`src/rtl/wb_queue.sv`:
```
// ---------------------------------------------------------------------------
// wb_queue -- 4-entry write-back queue in front of a register file.
//
// A memory result and an ALU result can be offered in the same cycle. When
// both are accepted, the memory result is queued ahead of the ALU result.
// The head entry drives the register-file write port for as long as the
// queue is non-empty, and it retires on every clock edge.
//
// Ports
//   clk        clock, rising edge
//   rst        asynchronous reset, active low
//   mem_*      memory/long-latency result offer (valid, rd, data)
//   alu_*      ALU result offer (valid, rd, data)
//   in_ready   both sources may present (occupancy <= 2)
//   WE3/A3/WD3 register-file write port, driven from the head entry
//   q_addr     hazard query address
//   q_pend     a queued write to q_addr exists
//   q_hit      bypass valid for q_addr
//   q_data     bypass data (youngest matching entry)
//   count      occupancy, 0..4
//   ovf_err    sticky: an offer arrived while in_ready was low
//
// Build option
//   WB_BYPASS_EN  defined: q_hit/q_data carry bypass information.
//                 undefined: q_hit = 0 and q_data = 0, and no data mux is built.
// ---------------------------------------------------------------------------
module wb_queue (
  input  logic        clk,
  input  logic        rst,
  input  logic        mem_valid,
  input  logic [4:0]  mem_rd,
  input  logic [31:0] mem_data,
  input  logic        alu_valid,
  input  logic [4:0]  alu_rd,
  input  logic [31:0] alu_data,
  output logic        in_ready,
  output logic        WE3,
  output logic [4:0]  A3,
  output logic [31:0] WD3,
  input  logic [4:0]  q_addr,
  output logic        q_pend,
  output logic        q_hit,
  output logic [31:0] q_data,
  output logic [2:0]  count,
  output logic        ovf_err
);

  logic [4:0]  r_rd   [4];
  logic [31:0] r_data [4];
  logic [1:0]  r_wr_ptr;
  logic [1:0]  r_rd_ptr;
  logic [2:0]  r_count;
  logic        r_ovf;

  logic        w_acc_mem;
  logic        w_acc_alu;
  logic        w_retire;
  logic        w_bad_offer;
  logic [1:0]  w_n_acc;
  logic [1:0]  w_alu_slot;
  logic        w_pend;
  logic [1:0]  w_idx;
`ifdef WB_BYPASS_EN
  logic [31:0] w_byp_data;
`endif

  // Acceptance, retirement and slot selection for the current edge
  always_comb begin
    in_ready    = (r_count <= 3'd2);
    w_acc_mem   = mem_valid & in_ready & (mem_rd != 5'd0);
    w_acc_alu   = alu_valid & in_ready & (alu_rd != 5'd0);
    w_retire    = (r_count != 3'd0);
    w_n_acc     = {1'b0, w_acc_mem} + {1'b0, w_acc_alu};
    // ALU entry sits behind the mem entry when both are accepted together
    w_alu_slot  = w_acc_mem ? (r_wr_ptr + 2'd1) : r_wr_ptr;
    // x0 writes are discarded silently and never count as overflow
    w_bad_offer = ~in_ready & ((mem_valid & (mem_rd != 5'd0)) |
                               (alu_valid & (alu_rd != 5'd0)));
  end

  // Queue control state: pointers, occupancy and sticky overflow flag
  always_ff @(posedge clk or negedge rst) begin
    if (!rst) begin
      r_wr_ptr <= 2'd0;
      r_rd_ptr <= 2'd0;
      r_count  <= 3'd0;
      r_ovf    <= 1'b0;
    end else begin
      r_wr_ptr <= r_wr_ptr + w_n_acc;
      r_rd_ptr <= r_rd_ptr + {1'b0, w_retire};
      r_count  <= r_count + {1'b0, w_n_acc} - {2'b0, w_retire};
      r_ovf    <= r_ovf | w_bad_offer;
    end
  end

  // Entry storage; contents are meaningless while a slot is invalid
  always_ff @(posedge clk) begin
    if (w_acc_mem) begin
      r_rd[r_wr_ptr]   <= mem_rd;
      r_data[r_wr_ptr] <= mem_data;
    end
    if (w_acc_alu) begin
      r_rd[w_alu_slot]   <= alu_rd;
      r_data[w_alu_slot] <= alu_data;
    end
  end

  // Register-file write port driven by the head entry
  always_comb begin
    WE3     = w_retire;
    count   = r_count;
    ovf_err = r_ovf;
    if (w_retire) begin
      A3  = r_rd[r_rd_ptr];
      WD3 = r_data[r_rd_ptr];
    end else begin
      A3  = 5'd0;
      WD3 = 32'd0;
    end
  end

  // Hazard lookup, scanning from oldest to youngest so the last hit is the youngest
  always_comb begin
    w_pend = 1'b0;
    w_idx  = 2'd0;
`ifdef WB_BYPASS_EN
    w_byp_data = 32'd0;
`endif
    for (int i = 0; i < 4; i++) begin
      w_idx = r_rd_ptr + i[1:0];
      if ((3'(i) < r_count) && (r_rd[w_idx] == q_addr) && (q_addr != 5'd0)) begin
        w_pend = 1'b1;
`ifdef WB_BYPASS_EN
        w_byp_data = r_data[w_idx];
`endif
      end else begin
        w_pend = w_pend;
      end
    end
  end

  // Query outputs
  always_comb begin
    q_pend = w_pend;
`ifdef WB_BYPASS_EN
    q_hit  = w_pend;
    q_data = w_byp_data;
`else
    q_hit  = 1'b0;
    q_data = 32'd0;
`endif
  end

endmodule
```
`config.mk`:
```
export PLATFORM = sky130hd
export DESIGN_NAME = wb_queue
export DESIGN_NICKNAME = d
export VERILOG_FILES = /design/src/rtl/wb_queue.sv
export SDC_FILE = /design/constraint.sdc
export NUM_CORES = 1
export LEC_CHECK = 0
export ABC_AREA = 0
export BUFFER_PORTS_ARGS = -buffer_cell sky130_fd_sc_hd__buf_2
export CORE_MARGIN = 2
export CORE_UTILIZATION = 57
export CTS_CLUSTER_DIAMETER = 60
export DETAILED_ROUTE_END_ITERATION = 12
export GPL_TIMING_DRIVEN = 0
export PLACE_DENSITY = 0.91
export SYNTH_ARGS = -nofsm -noshare
export SYNTH_HDL_FRONTEND = slang
export SYNTH_SLANG_ARGS = --single-unit
```
`constraint.sdc`:
```
create_clock -name clk -period 3.2 [get_ports clk]
set_input_delay 0 -clock clk [delete_from_list [all_inputs] [get_ports clk]]
set_output_delay 0 -clock clk [all_outputs]
set_load 0.01 [all_outputs]
```
==> flow_summary_export.csv <==
group,metric,value,unit
sta,fin_ws,0.0219,ns
sta,final-setup-viol-count,0,
global_routing,antenna_found_initial,0,
final_layout,regArea,4650,µm²
final_layout,final_cell_mix,"edfxtp_1 (148), mux2_2 (128), buf_2 (127)",
sta,hold_slack,0.122,ns
detailed_routing,wl,22.1,mm
sta,finalSetupTns,0,ns
sta,fin_crit_sh,0.993,
pwr,switchingPower,3.24,mW
floorplan,die_width,129,µm
detailed_routing,vias,6132,
clock_network,cts_tree,"done",
floorplan,initial_core_util,0.582,
sta,fin_worst_skew,0.00794,ns
floorplan,core-area,15200,µm²
yosys,yosys_warnings,0,
placed_design,place_ws,-0.0466,ns
clock_network,clk_pin_slew,0.06,ns
placed_design,finalWeightedCongestion,0.879,
yosys,syn_inst,578,
final_layout,layout-drive-gt1-share,0.450,
sta,fmax,0.315,GHz
sta,final_max_slew_viol_count,0,
global_routing,grt_max_degree,24,
final_layout,area_growth,33.0,%
clock_network,cts_root_buf,"clkbuf_16",
floorplan,ios,160,
detailed_routing,routed.top_layer,"met4",
final_layout,fillerInstances,895,
placed_design,postPlaceCellArea,9920,µm²
pwr,swShare,0.337,
critical_path,reg2reg_from,"count[2]",
yosys,synth_edf_count,148,
detailed_routing,routedWlPerCell,20.6,µm
pwr,power,9.61,mW
global_routing,track_usage,0.272,
yosys,yosysSeqAreaShare,0.525,
hold_path,min_from,"alu_valid",
critical_path,crit_start,"mem_rd[2]",
placed_design,dp_cells,923,
final_layout,final_common_cell,"edfxtp_1",
yosys,synth_seq_cells,156,
pwr,peakVddDrop,527,µV
clock_network,clk_latency,0.43,ns
clock_network,cts_made_buffers,17,
yosys,ys.flop_type,"edfxtp_1",
outcome,outcome,"completed",
floorplan,dieArea,16500,µm²
detailed_routing,ant_nets,0,
yosys,syn_area,8850,µm²
sta,layout_min_cycle_time,3.18,ns
pwr,seqPwrFrac,0.321,
pwr,p_int,6.37,mW
placed_design,detailed_place_hpwl,13.4,mm
detailed_routing,wl_met2,11.5,mm
detailed_routing,routedLengthMet1,8.79,mm
sta,slew_headroom,0.379,
sta,finalHoldViolCount,0,
critical_path,critPathSlowestCell,"dlygate4sd3_1",
yosys,synth-async-reset-ratio,0.0513,
final_layout,final_cells,1072,
critical_path,critPathLaunchType,"input pin",
critical_path,critPathMaxStageDelay,0.56,ns
placed_design,port_buffers,121,
global_routing,grt_pass1_wl,33.6,mm
pwr,p_leak,4.58,nW
floorplan,row_count,45,
yosys,syn_avg_cell_area,15.3,µm²
hold_path,hold_path_class,"input pin to register",
pwr,p_comb_frac,0.451,
pwr,power.density,816,nW/µm²
final_layout,design_area,11800,µm²
sta,tightest_slew,0.932,ns
critical_path,worstSetupPathType,"input pin to register",
global_routing,grt_pass1_vias,6456,
detailed_routing,viasPerCell,5.72,
final_layout,multi_input_area,3850,µm²
final_layout,fin_util,0.775,
detailed_routing,drt_iter0_drc,432,
critical_path,crit_chain,"dlygate4sd3_1, buf_2, or4_4, o21ai_4, nor2_2, buf_6, or3_1, a21boi_2, buf_6, buf_4, mux2_2, dlygate4sd3_1",
run,drv_cap,0,
critical_path,cp_max_fo,10,
clock_network,cts.htree.levels,4,
clock_network,clockBufferDepth,2,
detailed_routing,drc_errors,0,
final_layout,diodes,0,
yosys,ys_types,49,
critical_path,cp.arrival,3.36,ns
clock_network,clkSinkCount,156,
critical_path,cp.required,3.38,ns
global_routing,grt_overflow_total,0,
floorplan,fp.dieH,129,µm
final_layout,nets,965,
critical_path,endpoint_kind,"register",
detailed_routing,dr_wl_met3,1.38,mm
detailed_routing,dr.pass1.iters,4,
pwr,power.share.clock,0.228,
cells in the mapped netlist, types with 2 or more instances:
cell type | number | area (µm²)
o21ai_0 | 5 | 25.0
or4_1 | 2 | 15.0
xnor2_1 | 18 | 158
and3_1 | 2 | 12.5
nor2_1 | 3 | 11.3
nor3_1 | 7 | 35.0
inv_1 | 10 | 37.5
buf_6 | 2 | 22.5
nor2b_1 | 33 | 206
clkbuf_1 | 15 | 56.3
nor4_1 | 2 | 12.5
mux4_2 | 35 | 788
mux2_2 | 128 | 1440
mux2_1 | 11 | 124
buf_1 | 4 | 15.0
ha_1 | 10 | 125
mux2_4 | 10 | 150
a21o_1 | 3 | 22.5
mux2i_1 | 24 | 240
buf_4 | 37 | 278
o2111ai_1 | 2 | 17.5
dfrtp_1 | 8 | 200
or3_1 | 2 | 12.5
edfxtp_1 | 148 | 4440
buf_2 | 10 | 50.1
a21oi_1 | 3 | 15.0
xor2_1 | 11 | 96.3
nand2_1 | 9 | 33.8
nand3_1 | 4 | 20.0
kinds of logic after synthesis:
kind of cell,count (synthesis),share of synthesized area
flip-flops,156,0.525
buffers and inverters,81,0.0562
XOR/XNOR,29,0.0287
multiplexers,208,0.310
AND/OR/NAND/NOR,70,0.0455
AO/OA/AOI/OAI,22,0.0184
other,1,0.000424
adder cells (fa/ha/maj),11,0.0164
worst max-delay path, delay by kind of cell:
kind | cells | cell delay (ns)
buffers and inverters | 6 | 1.74
AND/OR/NAND/NOR | 3 | 0.84
AO/OA/AOI/OAI | 2 | 0.43
multiplexers | 1 | 0.34
registers in the layout (all words and copies together) (netlist names):
signal / flops
r_data: 128
r_rd_ptr: 2
count: 3
ovf_err: 1
r_rd: 20
r_wr_ptr: 2
metal layers:
metal / global-route usage / vias to the layer above
li1: - / 2735
met1: 0.328 / 3074
met2: 0.478 / 282
met3: 0.0620 / 41
met4: 0.102 / 0
met5: 0 / -
final cells by class:
| cell class | instances | share of cell area |
|---|---|---|
| Sequential cell | 156 | 0.395 |
| Multi-Input combinational cell | 373 | 0.327 |
| Timing Repair Buffer | 242 | 0.160 |
| Buffer | 70 | 0.0412 |
| Clock buffer | 19 | 0.0368 |
| Tap cell | 188 | 0.0200 |
| Clock inverter | 13 | 0.0168 |
| Inverter | 11 | 0.00351 |
power by group through the flow:
stage	Sequential, mW	Clock [mW]	Combinational (mW)
after global placement	3.11	0	3.85
after floorplan	3.08	0	2.78
after detailed placement	3.12	0	4.06
after CTS	3.08	2.19	4.27
after global routing	3.13	2.28	4.65
final	3.09	2.19	4.33
path summary, 6_finish.rpt:
kind                       cells past startpoint            end  slack (ns)
setup / recovery                              12     r_rd[3][0]        0.02
hold / removal                                 4        ovf_err        0.12
setup reg to reg                               9  r_data[1][28]        0.10
hold reg to reg                                1        ovf_err        0.49
max in group asynchronous                      3    r_wr_ptr[0]        2.34
min in group asynchronous                      3        ovf_err        0.55
repair_timing:
item                                   CTS  global route
endpoints found under the hold margin  156             0
buffers inserted                         0             4
setup endpoints to repair                1            61
pin swaps                                0             3
cloned                                   0             1
hold buffers                           113             0
gates resized for setup                  1            20
Power figures use the tool's default switching activity.
